**src/rtl/interval_timer_if.sv**
```systemverilog
// Peripheral-bus bundle for the interval timer: word-addressed register access
// plus the level interrupt line back to the CPU.
interface interval_timer_if;
    logic [1:0]  addr;
    logic        we;
    logic [31:0] wdata;
    logic [31:0] rdata;
    logic        irq;

    modport master (
        output addr,
        output we,
        output wdata,
        input  rdata,
        input  irq
    );

    modport slave (
        input  addr,
        input  we,
        input  wdata,
        output rdata,
        output irq
    );
endinterface

```
**src/rtl/interval_timer.sv**
```systemverilog
// Memory-mapped down-counting interval timer with prescaler, one-shot/periodic
// modes and a sticky, maskable level interrupt.
module interval_timer #(
    parameter int unsigned DIV = 1
) (
    input  logic              clk,
    input  logic              rst,
    interval_timer_if.slave   bus
);

    localparam int unsigned   PW         = (DIV > 1) ? $clog2(DIV) : 1;
    localparam logic [PW-1:0] PRESC_LAST = PW'(DIV - 1);

    typedef enum logic [1:0] {
        S_IDLE = 2'd0,
        S_LOAD = 2'd1,
        S_CNT  = 2'd2,
        S_INT  = 2'd3
    } state_t;

    state_t        r_state;
    state_t        w_state_nxt;
    logic [3:0]    r_ctrl;
    logic [3:0]    w_ctrl_nxt;
    logic [31:0]   r_preset;
    logic [31:0]   w_preset_nxt;
    logic [31:0]   r_count;
    logic [31:0]   w_count_nxt;
    logic [PW-1:0] r_presc;
    logic [PW-1:0] w_presc_nxt;
    logic          r_irq_flag;
    logic          w_irq_flag_nxt;

    logic          w_wr_ctrl;
    logic          w_wr_preset;
    logic          w_en;
    logic          w_tick;
    logic          w_periodic;
    logic [31:0]   w_rdata;

    assign w_wr_ctrl   = bus.we && (bus.addr == 2'd0);
    assign w_wr_preset = bus.we && (bus.addr == 2'd1);
    // EN as it will stand after this edge, so a write launches or stops the FSM immediately
    assign w_en        = w_wr_ctrl ? bus.wdata[0] : r_ctrl[0];
    assign w_tick      = (r_presc == PRESC_LAST);
    assign w_periodic  = (r_ctrl[2:1] == 2'b01);

    always_comb begin
        w_state_nxt    = r_state;
        w_ctrl_nxt     = w_wr_ctrl ? bus.wdata[3:0] : r_ctrl;
        w_preset_nxt   = w_wr_preset ? bus.wdata : r_preset;
        w_count_nxt    = r_count;
        w_presc_nxt    = r_presc;
        w_irq_flag_nxt = r_irq_flag & ~(w_wr_ctrl | w_wr_preset);

        case (r_state)
            S_IDLE: begin
                if (w_en) begin
                    w_state_nxt = S_LOAD;
                end
            end
            S_LOAD: begin
                w_count_nxt = r_preset;
                w_presc_nxt = '0;
                w_state_nxt = S_CNT;
            end
            S_CNT: begin
                if (!w_en) begin
                    w_state_nxt = S_IDLE;
                end else if (w_tick) begin
                    w_presc_nxt = '0;
                    if (r_count > 32'd1) begin
                        w_count_nxt = r_count - 32'd1;
                    end else begin
                        // Entering INT outranks a same-edge clearing write
                        w_count_nxt    = 32'd0;
                        w_state_nxt    = S_INT;
                        w_irq_flag_nxt = 1'b1;
                    end
                end else begin
                    w_presc_nxt = r_presc + PW'(1);
                end
            end
            S_INT: begin
                if (w_periodic) begin
                    w_state_nxt = S_LOAD;
                end else begin
                    w_state_nxt = S_IDLE;
                    if (!w_wr_ctrl) begin
                        w_ctrl_nxt[0] = 1'b0;
                    end
                end
            end
            default: begin
                w_state_nxt = S_IDLE;
            end
        endcase
    end

    always_ff @(posedge clk or negedge rst) begin
        if (!rst) begin
            r_state    <= S_IDLE;
            r_ctrl     <= 4'd0;
            r_preset   <= 32'd0;
            r_count    <= 32'd0;
            r_presc    <= '0;
            r_irq_flag <= 1'b0;
        end else begin
            r_state    <= w_state_nxt;
            r_ctrl     <= w_ctrl_nxt;
            r_preset   <= w_preset_nxt;
            r_count    <= w_count_nxt;
            r_presc    <= w_presc_nxt;
            r_irq_flag <= w_irq_flag_nxt;
        end
    end

    always_comb begin
        w_rdata = 32'd0;
        case (bus.addr)
            2'd0:    w_rdata = {28'd0, r_ctrl};
            2'd1:    w_rdata = r_preset;
            2'd2:    w_rdata = r_count;
            default: w_rdata = 32'd0;
        endcase
    end

    assign bus.rdata = w_rdata;
    // Masking gates only the output; the flag itself stays pending
    assign bus.irq   = r_irq_flag & r_ctrl[3];

endmodule

```
**src/flat_wrapper.sv**
```systemverilog
// flat-port wrapper written by rule: the top's interface ports become plain ports
module interval_timer_flat 
#(
    parameter int unsigned DIV = 1
)
  (clk, rst, bus_addr, bus_we, bus_wdata, bus_rdata, bus_irq);
  interval_timer_if bus_i ();
  input  logic clk;
  input  logic rst;
  input wire logic [$bits(bus_i.addr)-1:0] bus_addr;
  input wire logic [$bits(bus_i.we)-1:0] bus_we;
  input wire logic [$bits(bus_i.wdata)-1:0] bus_wdata;
  output wire logic [$bits(bus_i.rdata)-1:0] bus_rdata;
  output wire logic [$bits(bus_i.irq)-1:0] bus_irq;
  assign bus_i.addr = bus_addr;
  assign bus_i.we = bus_we;
  assign bus_i.wdata = bus_wdata;
  assign bus_rdata = bus_i.rdata;
  assign bus_irq = bus_i.irq;
  interval_timer #(.DIV(DIV)) u_core (.clk(clk), .rst(rst), .bus(bus_i));
endmodule
```
**config.mk**
```make
export PLATFORM = sky130hd
export DESIGN_NAME = interval_timer_flat
export DESIGN_NICKNAME = d
export VERILOG_FILES = /design/src/rtl/interval_timer_if.sv /design/src/rtl/interval_timer.sv /design/src/flat_wrapper.sv
export SDC_FILE = /design/constraint.sdc
export NUM_CORES = 1
export LEC_CHECK = 0
export CAP_MARGIN = 40
export CORE_MARGIN = 8
export CORE_UTILIZATION = 30
export CTS_CLUSTER_DIAMETER = 200
export DETAILED_ROUTE_END_ITERATION = 10
export GPL_TIMING_DRIVEN = 0
export HOLD_SLACK_MARGIN = 0.1
export SLEW_MARGIN = 20
export SYNTH_ARGS = -nofsm -noshare
export SYNTH_HDL_FRONTEND = slang
export SYNTH_SLANG_ARGS = --single-unit
```
**constraint.sdc**
```tcl
create_clock -name clk -period 5.2 [get_ports clk]
set_input_delay 0.52 -clock clk [delete_from_list [all_inputs] [get_ports clk]]
set_output_delay 0.52 -clock clk [all_outputs]
set_load 0.02 [all_outputs]
```
# Word level (Yosys, flattened, before mapping)
# Cells that the tools add are included.
[word_totals]
register_bits = 72
out_inout_bits = 33
inputBits = 37
[classes]
bitwise_logic = 4
eq_ne = 11
order_cmp = 1
n_mux = 23
reduce_logical = 8
n_addsub = 2
[op_table]
columns = ["op", "n"]
rows = [
  ["32-bit two-way mux", 3],
  ["32-bit case mux with 3 select lines", 1],
  ["32-bit case mux with 2 select lines", 1],
  ["32-bit by 1-bit > comparator with 1-bit output (second input constant)", 1],
  ["32-bit by 1-bit subtractor with 32-bit output (second input constant)", 1],
  ["1-bit two-way mux", 12],
  ["2-bit two-way mux", 4],
  ["2-bit case mux with 4 select lines", 1],
  ["2-bit by 1-bit equality test with 1-bit output (second input constant)", 3],
  ["2-bit equality test (second input constant)", 3],
  ["3-bit inequality test (second input constant)", 2],
  ["3-bit AND reduction", 2],
  ["2-bit logical NOT", 2],
  ["2-bit by 1-bit inequality test with 1-bit output (second input constant)", 2],
  ["1-bit bitwise AND", 2],
  ["1-bit logical AND", 2],
  ["2-bit inequality test (second input constant)", 1],
  ["1-bit case mux with 2 select lines", 1],
  ["2-bit AND reduction", 1],
  ["2-bit nonzero test", 1],
  ["1-bit adder (second input constant)", 1],
  ["1-bit NOT", 1],
  ["1-bit OR", 1],
]

# Longest topological paths before layout
[depth]
ltp_word = 9
ltp_mapped = 8

# Worst setup path after synthesis
# Ideal clock, no wire load.
[synth_timing]
kind = "input to register"
from = "input port bus_addr[1]"
to = "register u_core.r_count[19]"
t_required_ns = 5.131
t_arrival_ns = 2.233
slack_ns = 2.898
cell_stages = 7
setup_time_ns = 0.069
path_cell_list = "buf_2 -> nor3b_4 -> mux2i_2 -> nor2_1 -> buf_2 -> or4_1 -> nand3_1"
[synth_via]
elab_chain_cells = 5
[synth_rtl]
columns = ["element", "line_no", "text"]
rows = [
  ["start: declaration", "flat_wrapper.sv:10", "input wire logic [$bits(bus_i.addr)-1:0] bus_addr;"],
  ["2-bit logical NOT", "interval_timer.sv:41", "assign w_wr_ctrl = bus.we && (bus.addr == 2'd0);"],
  ["1-bit logical AND", "interval_timer.sv:41", ""],
  ["1-bit two-way mux", "interval_timer.sv:44", "assign w_en = w_wr_ctrl ? bus.wdata[0] : r_ctrl[0];"],
  ["2-bit by 1-bit inequality test with 1-bit output (no source line)", "n/a", ""],
  ["3-bit AND reduction (no source line)", "n/a", ""],
  ["end signal: assignment", "interval_timer.sv:112", "r_count <= w_count_nxt;"],
  ["end: declaration", "interval_timer.sv:27", "logic [31:0] r_count;"],
]
# No other way between the ends.
# A chain may end at the register's enable or synchronous reset.

# Worst setup path after layout
[layout_timing]
from = "input port bus_addr[0]"
to = "output port bus_rdata[22]"
[layout_via]
elab_chain_cells = 2
[layout_rtl]
columns = ["element", "line_no", "text"]
rows = [
  ["2-bit equality test (tied with other cells)", "interval_timer.sv:120", "case (bus.addr)"],
  ["32-bit case mux with 3 select lines *", "interval_timer.sv:120", ""],
  ["end: declaration", "flat_wrapper.sv:13", "output wire logic [$bits(bus_i.rdata)-1:0] bus_rdata;"],
]
# Mark *: on every way between the ends. The rest lies on a longest branch, timed or not.

==> impl_metrics.ini <==
[run_status]
outcome = completed

[sta]
layout_worst_path_cycle_share = 0.750
slew_violations = 0
setup_slack_ns = 1.30
finalSetupViolCount = 0
finClkSkew_ns = 0.00871
setup_tns_ns = 0
hold_violations = 0
max_freq_mhz = 257
period_minus_slack_ns = 3.90
whs_ns = 0.0936
worstMarginPinSlew_ns = 0.725
slew_headroom = 0.503
rsz0062_at_grt = no

[global_route]
grt_pass1_vias = 3885
grt_max_degree = 46
gr-total-overflow = 0
grt_util_all_layers = 0.164
antenna_found_initial = 1
grt_pass1_wl_um = 22900

[synth]
async_flop_share = 1.00
synth_nets = 448
syn_avg_cell_area_sq_um = 10.1
synthCells = 409
synth_area_sq_mm = 0.00414
synth_ff_type = dfrtp_1
ys_ff_latch = 71
synth_top_family_by_area = compound AO/OA/AOI/OAI gates
ys_warn_count = 0
synth-xor-area-share = 0
yosys.area_share.adder = 0.00605
synth_compound_area_frac = 0.222
synth_edf_count = 0
synthMuxAreaShare = 0.118
yosysSeqAreaShare = 0.430
ys_types = 60
synth-simple-area-share = 0.187

[setup_path]
r2r_start = u_core.r_count[0]$_DFFE_PN0P_
critPathMaxFanout = 10
slowest_delay_ns = 0.61
cp.arrival_ns = 3.38
worstSetupStartpoint = bus_addr[0]
path_cells = clkdlybuf4s50_1 -> nor2b_1 -> clkbuf_1 -> buf_1 -> a22o_1 -> clkdlybuf4s50_1
crit_top_cell = clkdlybuf4s50_1
crit_type = in2out
endpoint_kind = output pin
slowest_stage = buf_1
cp_data_required_time_ns = 4.68
start_kind = input port

[route]
first_iter_violations = 381
dr.pass1.iters = 5
vias_per_cell = 5.61
post-route-drc-count = 0
routedWlPerCell_um = 21.3
antenna_left = 0
route.vias.total = 3789
routed_wl_um = 14400

[hold_path]
worst_hold_path_type = in2async

[clock_network]
clk_latency_ns = 0.34
cts-root-buf = clkbuf_16
hold_buffers = 0
cts_buffer_depth = 2
post-cts-setup-buffers = 0
htree_levels = 3
numCtsBuffers = 9
cts_resized = 0
clkTransAtPathRegs_ns = 0.06
cts_sinks = 71
cts_tree = built

[floorplanning]
chipHeight_um = 133
design.die.area_sq_mm = 0.0178
die_w_um = 133
start_util = 0.303
pin_count = 70
core_sq_mm = 0.0137
rows = 43

[pwr]
leakagePower_nw = 2.07
ir_drop_mv = 0.151
power.density_mw_per_mm2 = 522

[job]
maxCapViolations = 0

[layout]
n_antenna_cell = 0
nNetsFinal = 529
syn_to_final_growth_pct = 30.4
layout-drive-gt1-share = 0.149
final_cell_count_no_fill = 675
fillCellCount = 1363
final_area_sq_mm = 0.00539

[placed_design]
place_area_sq_mm = 0.00507
dp_slack_ns = 1.32
io_buffers = 68
place_congestion = 0.906
dpl.hpwl_um = 10400
placed_cells = 659
-- worst max-delay path, delay by kind of cell --
family	cells	cell delay [ns]
buffers and inverters	4	2.39
and+or+nand+nor	1	0.18
AOI/OAI and AO/OA	1	0.27
-- synthesized netlist by cell type (all sizes together), types with 9 or more instances --
master  number  area, sq um
buf         15         78.8
a22o        30          263
nand2       35          131
nand3       20          105
nor4        11          118
clkbuf      13         48.8
dfrtp       71         1780
a21oi       11         55.1
mux2i        9         93.8
nor3        10         55.1
nor2        20         75.1
o21ai       20          100
mux2        35          394
-- where the power goes --
group / switching [mW] / internal, mW / leakage [nW]
Clock: 0.248 / 0.431 / 0.162
Combinational: 0.668 / 0.494 / 1.05
Sequential: 0.237 / 0.736 / 0.856
Total: 1.15 / 1.66 / 2.07
-- per-stage QoR --
| stage | power, mW | util |
|---|---|---|
| finish | 2.81 | 0.395 |
| floorplan | 1.69 | - |
| CTS | 2.82 | 0.395 |
| global route | 2.99 | 0.395 |
| global placement | 2.10 | 0.369 |
| detailed placement | 2.13 | 0.371 |
-- cell type report --
type / instances / area [sq um] / area share
plain buffers: 28 / 128 / 0.0237
clock buffers: 10 / 239 / 0.0443
clock inverters: 6 / 83.8 / 0.0155
inverters: 7 / 26.3 / 0.00487
multi-input cells: 303 / 2200 / 0.409
flip-flops and latches: 71 / 1780 / 0.329
well taps: 180 / 225 / 0.0418
repair buffers: 70 / 711 / 0.132
-- final timing paths --
path	to	slack, ns	cells past startpoint
max	bus_rdata[22]	1.30	6
min	u_core.r_preset[2]$_DFFE_PN0P_	0.09	1
max reg2reg	u_core.r_count[26]$_DFFE_PN0P_	2.41	7
min reg2reg	u_core.r_ctrl[1]$_DFFE_PN0P_	0.53	1
max in group asynchronous	u_core.r_preset[17]$_DFFE_PN0P_	4.52	2
min in group clk	u_core.r_ctrl[1]$_DFFE_PN0P_	0.53	1
-- logic make-up after synthesis --
group	after synthesis
simple gates	136
mux	44
fa+ha+maj	2
flops	71
compound gates	121
buf+inv	35
-- cells in the final DEF, fill, tap and decap left out, types with 8 or more instances in the layout --
cell type        count
clkbuf_16            9
dfrtp_1             71
clkbuf_1            13
o21ai_0             18
a22o_1              30
mux2i_1              8
nor2_1              20
nor3_1               9
mux2_2              35
nand2_1             35
a21oi_1             11
nand3_1             19
clkdlybuf4s50_1     67
-- flip-flops by register name, summed over array words and instances (netlist names) --
name and count:
u_core.r_count 32, u_core.r_preset 32, u_core.r_ctrl 4, u_core.r_state 2, u_core.r_irq_flag 1
-- metal layers --
layer	vias up	share of wire	GRT usage
li1	1745	-	-
met1	1900	0.45	0.214
met2	123	0.47	0.260
met3	19	0.050	0.0267
met4	2	0.025	0.0792
met5	-	0.0022	0
No activity file was read; power rests on OpenSTA's default activity.
